### config.mk
export PLATFORM = sky130hd
export DESIGN_NAME = spdif_rate_ctrl_flat
export DESIGN_NICKNAME = d
export VERILOG_FILES = /design/src/rtl/spdif_rate_ctrl_if.sv /design/src/rtl/spdif_rate_ctrl.sv /design/src/flat_wrapper.sv
export SDC_FILE = /design/constraint.sdc
export NUM_CORES = 1
export LEC_CHECK = 0
export ABC_CLOCK_PERIOD_IN_PS = 3200
export CAP_MARGIN = 0
export CELL_PAD_IN_SITES_DETAIL_PLACEMENT = 2
export CELL_PAD_IN_SITES_GLOBAL_PLACEMENT = 2
export CORE_MARGIN = 4
export CORE_UTILIZATION = 37
export DETAILED_ROUTE_END_ITERATION = 8
export PLACE_DENSITY_LB_ADDON = 0.12
export SLEW_MARGIN = 10
export SYNTH_ARGS = -nofsm -noshare
export SYNTH_HDL_FRONTEND = slang
export SYNTH_SLANG_ARGS = --single-unit
### constraint.sdc
create_clock -name clk -period 3.2 [get_ports clk]
set_clock_uncertainty 0.1 [all_clocks]
set_input_delay 0.64 -clock clk [delete_from_list [all_inputs] [get_ports clk]]
set_output_delay 0.64 -clock clk [all_outputs]
set_load 0.005 [all_outputs]
### src/rtl/spdif_rate_ctrl_if.sv
// Receiver-side bundle between the rate supervisor and the S/PDIF receiver.
// master: the rate supervisor (drives period and receiver reset).
// slave : the receiver (drives sample strobe, lrck and lock status).
interface spdif_rate_ctrl_if #(
  parameter int MAX_CLK_PER_HALFBIT_LOG2 = 5
) ();
  logic                                dai_ack_i;
  logic                                dai_lrck_i;
  logic                                dai_locked_i;
  logic                                dai_rst_o;
  logic [MAX_CLK_PER_HALFBIT_LOG2-1:0] clk_per_halfbit_o;

  modport master (
    input  dai_ack_i,
    input  dai_lrck_i,
    input  dai_locked_i,
    output dai_rst_o,
    output clk_per_halfbit_o
  );

  modport slave (
    output dai_ack_i,
    output dai_lrck_i,
    output dai_locked_i,
    input  dai_rst_o,
    input  clk_per_halfbit_o
  );
endinterface

### src/rtl/spdif_rate_ctrl.sv
// Rate-scan and lock supervisor for the S/PDIF receiver.
// Steps the receiver through candidate half-bit periods and holds each one
// until the receiver shows alternating L/R samples. Once locked, it watches
// for signal loss and retries the same rate first.
// Optional build macro: SPDIF_RATE_CTRL_STATS_EN adds relock_cnt_o. This is
// a saturating count of loss-triggered re-acquisitions.
module spdif_rate_ctrl #(
  parameter int MAX_CLK_PER_HALFBIT_LOG2 = 5,
  parameter int MIN_HALFBIT              = 4,
  parameter int MAX_HALFBIT              = 16,
  parameter int TIMER_LOG2               = 16,
  parameter int SEARCH_CYCLES            = 40000,
  parameter int LOSS_CYCLES              = 4000,
  parameter int LOCK_ACKS                = 8
) (
  input  logic                     clk,
  input  logic                     rst_n,
  input  logic                     en_i,
  spdif_rate_ctrl_if.master        dai,
  output logic                     rate_valid_o,
  output logic                     scan_wrap_o
`ifdef SPDIF_RATE_CTRL_STATS_EN
  ,
  output logic [7:0]               relock_cnt_o
`endif
);

  typedef enum logic [1:0] {
    ST_IDLE    = 2'd0,
    ST_RST_DAI = 2'd1,
    ST_SEARCH  = 2'd2,
    ST_LOCKED  = 2'd3
  } state_e;

  localparam int CW = MAX_CLK_PER_HALFBIT_LOG2;
  localparam int TW = TIMER_LOG2;

  localparam logic [CW-1:0] CAND_MIN    = CW'(MIN_HALFBIT);
  localparam logic [CW-1:0] CAND_MAX    = CW'(MAX_HALFBIT);
  localparam logic [TW-1:0] SEARCH_LAST = TW'(SEARCH_CYCLES - 1);
  localparam logic [TW-1:0] LOSS_LAST   = TW'(LOSS_CYCLES - 1);
  localparam logic [TW-1:0] RST_LAST    = TW'(1);
  localparam logic [7:0]    LOCK_LAST   = 8'(LOCK_ACKS - 1);

  state_e          state_r;
  logic [TW-1:0]   timer_r;
  logic [7:0]      ack_cnt_r;
  logic            last_lrck_r;
  logic [CW-1:0]   cand_r;
  logic            dai_rst_r;
  logic            rate_valid_r;
  logic            scan_wrap_r;

  logic            qual_ack_s;
  logic            bad_ack_s;
  logic [CW-1:0]   next_cand_s;
  logic            wrap_s;
  logic            loss_s;

  // An ack is qualifying only if lrck flipped since the previous ack.
  always_comb begin
    qual_ack_s = 1'b0;
    bad_ack_s  = 1'b0;
    if (dai.dai_ack_i) begin
      qual_ack_s = (dai.dai_lrck_i != last_lrck_r);
      bad_ack_s  = (dai.dai_lrck_i == last_lrck_r);
    end else begin
      qual_ack_s = 1'b0;
      bad_ack_s  = 1'b0;
    end
  end

  // Next scan candidate. It wraps back to the minimum, and the >= keeps it in range.
  always_comb begin
    next_cand_s = CAND_MIN;
    wrap_s      = 1'b0;
    if (cand_r >= CAND_MAX) begin
      next_cand_s = CAND_MIN;
      wrap_s      = 1'b1;
    end else begin
      next_cand_s = cand_r + CW'(1);
      wrap_s      = 1'b0;
    end
  end

  // Loss of lock: no ack for too long, receiver unlocked, or lrck stopped alternating.
  always_comb begin
    loss_s = 1'b0;
    if (en_i && (state_r == ST_LOCKED)) begin
      loss_s = !dai.dai_locked_i || bad_ack_s || (timer_r == LOSS_LAST);
    end else begin
      loss_s = 1'b0;
    end
  end

  // Supervisor FSM with all outputs registered.
  always_ff @(posedge clk or negedge rst_n) begin
    if (!rst_n) begin
      state_r      <= ST_IDLE;
      timer_r      <= '0;
      ack_cnt_r    <= 8'd0;
      last_lrck_r  <= 1'b0;
      cand_r       <= CAND_MIN;
      dai_rst_r    <= 1'b1;
      rate_valid_r <= 1'b0;
      scan_wrap_r  <= 1'b0;
    end else begin
      scan_wrap_r <= 1'b0;
      if (!en_i) begin
        state_r      <= ST_IDLE;
        timer_r      <= '0;
        ack_cnt_r    <= 8'd0;
        dai_rst_r    <= 1'b1;
        rate_valid_r <= 1'b0;
      end else begin
        case (state_r)
          ST_IDLE: begin
            state_r     <= ST_RST_DAI;
            dai_rst_r   <= 1'b1;
            timer_r     <= '0;
            ack_cnt_r   <= 8'd0;
            last_lrck_r <= ~dai.dai_lrck_i;
          end
          ST_RST_DAI: begin
            // The timer doubles as the two-cycle receiver reset counter.
            if (timer_r == RST_LAST) begin
              state_r   <= ST_SEARCH;
              dai_rst_r <= 1'b0;
              timer_r   <= '0;
            end else begin
              timer_r <= timer_r + TW'(1);
            end
          end
          ST_SEARCH: begin
            if (qual_ack_s && (ack_cnt_r == LOCK_LAST)) begin
              // Lock has priority over a simultaneous dwell timeout.
              state_r      <= ST_LOCKED;
              rate_valid_r <= 1'b1;
              timer_r      <= '0;
              ack_cnt_r    <= ack_cnt_r + 8'd1;
              last_lrck_r  <= dai.dai_lrck_i;
            end else if (timer_r == SEARCH_LAST) begin
              state_r     <= ST_RST_DAI;
              cand_r      <= next_cand_s;
              scan_wrap_r <= wrap_s;
              dai_rst_r   <= 1'b1;
              timer_r     <= '0;
              ack_cnt_r   <= 8'd0;
              last_lrck_r <= ~dai.dai_lrck_i;
            end else begin
              timer_r <= timer_r + TW'(1);
              if (qual_ack_s) begin
                ack_cnt_r   <= ack_cnt_r + 8'd1;
                last_lrck_r <= dai.dai_lrck_i;
              end else if (bad_ack_s) begin
                ack_cnt_r   <= 8'd0;
                last_lrck_r <= dai.dai_lrck_i;
              end else begin
                ack_cnt_r <= ack_cnt_r;
              end
            end
          end
          ST_LOCKED: begin
            if (loss_s) begin
              // Keep the candidate so the same rate is retried first.
              state_r      <= ST_RST_DAI;
              rate_valid_r <= 1'b0;
              dai_rst_r    <= 1'b1;
              timer_r      <= '0;
              ack_cnt_r    <= 8'd0;
              last_lrck_r  <= ~dai.dai_lrck_i;
            end else if (dai.dai_ack_i) begin
              timer_r     <= '0;
              last_lrck_r <= dai.dai_lrck_i;
            end else begin
              timer_r <= timer_r + TW'(1);
            end
          end
          default: begin
            state_r      <= ST_IDLE;
            dai_rst_r    <= 1'b1;
            rate_valid_r <= 1'b0;
          end
        endcase
      end
    end
  end

  assign dai.dai_rst_o         = dai_rst_r;
  assign dai.clk_per_halfbit_o = cand_r;
  assign rate_valid_o          = rate_valid_r;
  assign scan_wrap_o           = scan_wrap_r;

`ifdef SPDIF_RATE_CTRL_STATS_EN
  logic [7:0] relock_cnt_r;

  // Saturating count of loss-triggered re-acquisitions. It is cleared while disabled.
  always_ff @(posedge clk or negedge rst_n) begin
    if (!rst_n) begin
      relock_cnt_r <= 8'd0;
    end else if (!en_i) begin
      relock_cnt_r <= 8'd0;
    end else if (loss_s && (relock_cnt_r != 8'd255)) begin
      relock_cnt_r <= relock_cnt_r + 8'd1;
    end else begin
      relock_cnt_r <= relock_cnt_r;
    end
  end

  assign relock_cnt_o = relock_cnt_r;
`endif

endmodule

### src/flat_wrapper.sv
// flat-port wrapper written by rule: the top's interface ports become plain ports
module spdif_rate_ctrl_flat 
#(
  parameter int MAX_CLK_PER_HALFBIT_LOG2 = 5,
  parameter int MIN_HALFBIT              = 4,
  parameter int MAX_HALFBIT              = 16,
  parameter int TIMER_LOG2               = 16,
  parameter int SEARCH_CYCLES            = 40000,
  parameter int LOSS_CYCLES              = 4000,
  parameter int LOCK_ACKS                = 8
)
  (clk, rst_n, en_i, rate_valid_o, scan_wrap_o, dai_dai_ack_i, dai_dai_lrck_i, dai_dai_locked_i, dai_dai_rst_o, dai_clk_per_halfbit_o);
  spdif_rate_ctrl_if #(.MAX_CLK_PER_HALFBIT_LOG2(MAX_CLK_PER_HALFBIT_LOG2)) dai_i ();
  input  logic clk;
  input  logic rst_n;
  input  logic en_i;
  output logic rate_valid_o;
  output logic scan_wrap_o;
  input wire logic [$bits(dai_i.dai_ack_i)-1:0] dai_dai_ack_i;
  input wire logic [$bits(dai_i.dai_lrck_i)-1:0] dai_dai_lrck_i;
  input wire logic [$bits(dai_i.dai_locked_i)-1:0] dai_dai_locked_i;
  output wire logic [$bits(dai_i.dai_rst_o)-1:0] dai_dai_rst_o;
  output wire logic [$bits(dai_i.clk_per_halfbit_o)-1:0] dai_clk_per_halfbit_o;
  assign dai_i.dai_ack_i = dai_dai_ack_i;
  assign dai_i.dai_lrck_i = dai_dai_lrck_i;
  assign dai_i.dai_locked_i = dai_dai_locked_i;
  assign dai_dai_rst_o = dai_i.dai_rst_o;
  assign dai_clk_per_halfbit_o = dai_i.clk_per_halfbit_o;
  spdif_rate_ctrl #(.MAX_CLK_PER_HALFBIT_LOG2(MAX_CLK_PER_HALFBIT_LOG2), .MIN_HALFBIT(MIN_HALFBIT), .MAX_HALFBIT(MAX_HALFBIT), .TIMER_LOG2(TIMER_LOG2), .SEARCH_CYCLES(SEARCH_CYCLES), .LOSS_CYCLES(LOSS_CYCLES), .LOCK_ACKS(LOCK_ACKS)) u_core (.clk(clk), .rst_n(rst_n), .en_i(en_i), .dai(dai_i), .rate_valid_o(rate_valid_o), .scan_wrap_o(scan_wrap_o));
endmodule
==> out/summary.txt, run 1 <==
leading area contributor after synthesis: dfrtp_1
CP top delay family: compound AO/OA/AOI/OAI gates
area share of the largest cell type after synthesis: 40.3%
initial drt markers: 46
syn_nets: 239
first-pass GRT wire length: 9950 um
Async S/R FF share, synth: 100%
hold buffer count at CTS: 0
Vias/cell: 5.71
hpwl dp: 4390 um
Critical Path Source Type: register
GPL Wtd Cong: 0.840
dpl ws: 0.0660 ns
share of cells above drive strength 1: 9.39%
Tmin final: 2.96 ns
num ports: 14
outcome: finished, final reports clean
drt drc: 0
cell area after layout: 2390 sq um
setup bufs post-CTS: 0
syn avg cell area: 9.15 sq um
nets: 259
Die ar.: 6790 sq um
number of global-route vias before repair: 1996
# Max-Cap Violations: 0
initial antenna violation count: 0
post-route ant nets: 0
clock buffer count from CTS: 5
crit path buf inv count: 0
Synth Cell Area: 2050 sq um
Fin Hold WS: 0.421 ns
CTS tree: built
RSZ-0062 raised after global routing: false
Cells after Synth: 224
synth unique cells: 48
grt ovf: 0
Die Y-Extent: 82.4 um
Hold Path Class: register to register
count of final setup violators: 0
CP Cell Sequence: nor4_1 > a41oi_1 > a21oi_1 > a21boi_4 > or2_0 > o31ai_1
total power draw: 1.14 mW
register area share after synthesis: 42.9%
top-count cell post-synth: dfrtp_1
Reg clk slew, reported paths: 0.08 ns
Critical Path RT: 3.30 ns
fmax: 338 MHz
worst slew pin tran: 0.741 ns
Tot GR Track Use: 19.4%
Initial Utilization: 39.1%
Post-Route Setup TNS: 0 ns
Synth Warn #: 0
EDFF count, synth: 0
Fin. Hold Viols: 0
CTS Sinks: 35
critical path type: register to register
core area: 5240 sq um
Post-CTS Resized: 0
largest net degree at the start of global routing: 36
Area contributors post-synth: dfrtp_1, nor2_1, ha_1
PD cells: 476 nW/um^2
PortBufs: 13
final wirelength: 5970 um
CP max stage cell: nor4_1
fin util: 45.7%
row count: 26
Slew Viols, Final: 0
Clock H-tree levels: 2
fin cells: 315
Die Wd: 82.4 um
Max IR drop VDD: 0.000247 V
Main synth FF type: dfrtp_1
Post-DP Area: 2270 sq um
Synth top cells by count: dfrtp_1, nor2_1, o21ai_0
Final period util: 92.4%
latest clock arrival within the worst-skew pair: 0.29 ns
slew margin rel.: 49.9%
CP arrival: 3.06 ns
setup ws final: 0.242 ns
WL per Instance: 18.9 um
Worst setup EP type: register
Area Overhead vs Synth: 16.7%
Worst R2R Setup Slack: 0.24 ns
Max stage delay on crit path: 0.69 ns
P_leak: 0.974 nW
total number of vias: 1798
placed insts: 307
crit-path max FO: 10
deepest clock path buffer count: 2
Clock Tree Root: clkbuf_8
First-pass DRT Iterations: 4
# diodes: 0
Yosys reg bits: 35
final cells by class:
class | instances | area (sq um)
Timing Repair Buffer | 16 | 153
Multi-Input combinational cell | 175 | 1110
Fill cell | 579 | 2850
Inverter | 11 | 41.3
Clock buffer | 6 | 82.6
Tap cell | 70 | 87.6
Sequential cell | 35 | 878
Clock inverter | 2 | 35.0
layout by cell type, fill, tap and decap left out, types with 2 or more instances in the layout:
master	Yosys	final
dfrtp_1	33	33
nor2_1	32	32
o21ai_0	22	22
nand3_1	17	17
nand2_1	14	14
clkdlybuf4s50_1	0	13
inv_1	11	11
xor2_1	11	11
ha_1	9	9
nor3_1	7	7
clkbuf_8	0	6
and3_1	5	5
nand4_1	5	5
xnor2_1	5	5
o31ai_1	4	4
nand2b_1	4	4
nor4b_1	3	3
a21oi_1	3	3
buf_4	1	3
or2_2	2	2
or4_4	2	2
nor2b_1	2	2
o21ai_1	2	2
o211ai_1	2	2
a22oi_1	2	2
dfstp_2	2	2
worst reg2reg max path, cell delays in order, from the launching register on:
cell and delay [ns]:
dfrtp_1 0.45, nor4_1 0.70, a41oi_1 0.44, a21oi_1 0.38
a21boi_4 0.14, or2_0 0.37, o31ai_1 0.29
metal layers:
metal,part of all wire (%),routed length (um),track usage (%),vias to the layer above
met3,2.2,130,3.69,6
met5,0,0,0,-
met1,45,2670,23.6,936
li1,-,-,-,837
met2,52,3110,35.1,19
met4,0.97,58,4.65,0
kinds of logic after synthesis:
logic type	Yosys count	share of synthesized area, %
buf+inv	14	2.81
mux	1	0.549
compound gates	47	15.6
flops	35	42.9
simple gates	102	25.9
fa+ha+maj	9	5.49
xor+xnor	16	6.84
worst paths after layout:
| kind | start | end | cells after the start |
|---|---|---|---|
| worst max-delay path | u_core.timer_r[6] | u_core.ack_cnt_r[7] | 6 |
| worst min-delay path | u_core.timer_r[0] | u_core.timer_r[0] | 1 |
| worst max register to register | u_core.timer_r[6] | u_core.ack_cnt_r[7] | 6 |
| worst min register to register | u_core.timer_r[0] | u_core.timer_r[0] | 1 |
| max in group asynchronous | rst_n | u_core.dai.clk_per_halfbit_o[2] | 2 |
| min in group asynchronous | rst_n | u_core.ack_cnt_r[4] | 2 |
power breakdown:
part	internal, mW	total [mW]	switching (mW)
Sequential	0.461	0.483	0.0219
Clock	0.252	0.425	0.173
Combinational	0.0885	0.231	0.142
Total	0.802	1.14	0.337
state kept, by name (all words and copies together) (netlist names):
signal,cells
u_core.timer_r,16
u_core.ack_cnt_r,8
u_core.dai.clk_per_halfbit_o,5
u_core.state_r,2
u_core.dai.dai_rst_o,1
u_core.last_lrck_r,1
u_core.rate_valid_o,1
u_core.scan_wrap_o,1
Power figures use the tool's default switching activity.
==> inputs of run 2 (changes only) <==
Settings changed: CTS_CLUSTER_SIZE from default to 8.
==> results of run 2 <==
Same layout as run 1: the final DEF is identical, and so are final timing and power.
==> edit, RTL diff (flow settings as in run 1) <==
`TIMER_LOG2` is set to 16 in 2 places; all go to 17.
--- a/src/rtl/spdif_rate_ctrl.sv
+++ b/src/rtl/spdif_rate_ctrl.sv
@@ -8,7 +8,7 @@
   parameter int MAX_CLK_PER_HALFBIT_LOG2 = 5,
   parameter int MIN_HALFBIT              = 4,
   parameter int MAX_HALFBIT              = 16,
-  parameter int TIMER_LOG2               = 16,
+  parameter int TIMER_LOG2               = 17,
   parameter int SEARCH_CYCLES            = 40000,
   parameter int LOSS_CYCLES              = 4000,
   parameter int LOCK_ACKS                = 8
--- a/src/flat_wrapper.sv
+++ b/src/flat_wrapper.sv
@@ -4,7 +4,7 @@
   parameter int MAX_CLK_PER_HALFBIT_LOG2 = 5,
   parameter int MIN_HALFBIT              = 4,
   parameter int MAX_HALFBIT              = 16,
-  parameter int TIMER_LOG2               = 16,
+  parameter int TIMER_LOG2               = 17,
   parameter int SEARCH_CYCLES            = 40000,
   parameter int LOSS_CYCLES              = 4000,
   parameter int LOCK_ACKS                = 8
Function: same outputs for any inputs over 10 cycles, from zero or initial values and one cycle with rst_n low; that may be too few to reach the edited logic, so the function may still have changed.
==> edit against run 1 <==
Synthesized area up 7.3%; fmax grew 5.7%; worst setup slack gained 0.16 ns; power increased by 1.0%; sequential cell count is 1 higher; wire length decreased by 0.27%; synthesized cell count grew 5.8%; cell area is 5.4% higher; utilization shrank 0.99 points.
==> edit: results <==
{
  "min_period_ns": 2.80,
  "p_leak_nw": 1.04,
  "cts_sinks": 36,
  "die-area_um2": 7240,
  "buffer_area_frac": 0.0705,
  "timing.hold.ws_ns": 0.348,
  "n_clock_buffer": 8,
  "dp_hpwl_um": 4360,
  "yosys-top-cells-count": "34 x dfrtp_1, 32 x nor2_1, 20 x nand3_1",
  "signal_buffers": 20,
  "finalNetCount": 270,
  "rr_endpoint": "u_core.state_r[0]",
  "cp_data_arrival_time_ns": 2.87,
  "rr_worst_depth": 5,
  "layout-drive-gt1-share": 0.0977,
  "inv_count": 14,
  "reg2reg_slack_ns": 0.40,
  "p_sw_frac": 0.327,
  "ys_top_cells_by_area": "dfrtp_1 39%, nor2_1 5.5%, ha_1 5.1%",
  "worst_pin_slew_ns": 0.829,
  "crit_fanout": 15,
  "placed_cells": 320,
  "nFillCells": 627,
  "grt_pass1_vias": 2015,
  "multi_input_gates": 178,
  "syn_inst": 237,
  "drt_iter0_markers": 47,
  "route.layer.met1.wl_um": 2770,
  "synth_nets": 252,
  "ys_types": 50,
  "wirelength_um": 5950,
  "wl_met3_um": 113,
  "final_area_um2": 2520,
  "grt.total_usage": 0.173,
  "vdd_drop_max_uv": 218,
  "place_ws_ns": 0.291,
  "routed-wl-met2_um": 3020,
  "place.gp.congestion": 0.780,
  "multi_input_area_share": 0.479,
  "hold_path.class": "in2async",
  "status": "complete, no violations",
  "clock_area_frac": 0.0357
}
==> edit: logic make-up after synthesis <==
kind of cell,after synthesis,synth area share
fa+ha+maj,9,0.0512
compound gates,41,0.152
buf+inv,23,0.0438
simple gates,108,0.260
mux,4,0.0188
flops,36,0.411
xor+xnor,16,0.0637
==> edit: power by group through the flow <==
stage               Combinational, mW  Sequential, mW  Clock (mW)
floorplan                       0.215           0.501           0
global placement                0.301           0.506           0
detailed placement              0.313           0.509           0
CTS                             0.319           0.500       0.352
global route                    0.343           0.504       0.375
finish                          0.315           0.501       0.335
==> edit: per-layer routing <==
metal  vias to the layer above  global-route usage
met3                         6              0.0291
met1                       953               0.228
met5                         -                   0
li1                        891                   -
met4                         0              0.0345
met2                        15               0.297
==> edit: worst max-delay path: stages (launching register included) <==
cell and delay, ns:
dfrtp_1 0.43, or4_4 0.56, or4_4 0.65, and3b_1 0.26, o31a_1 0.35, mux2_1 0.32
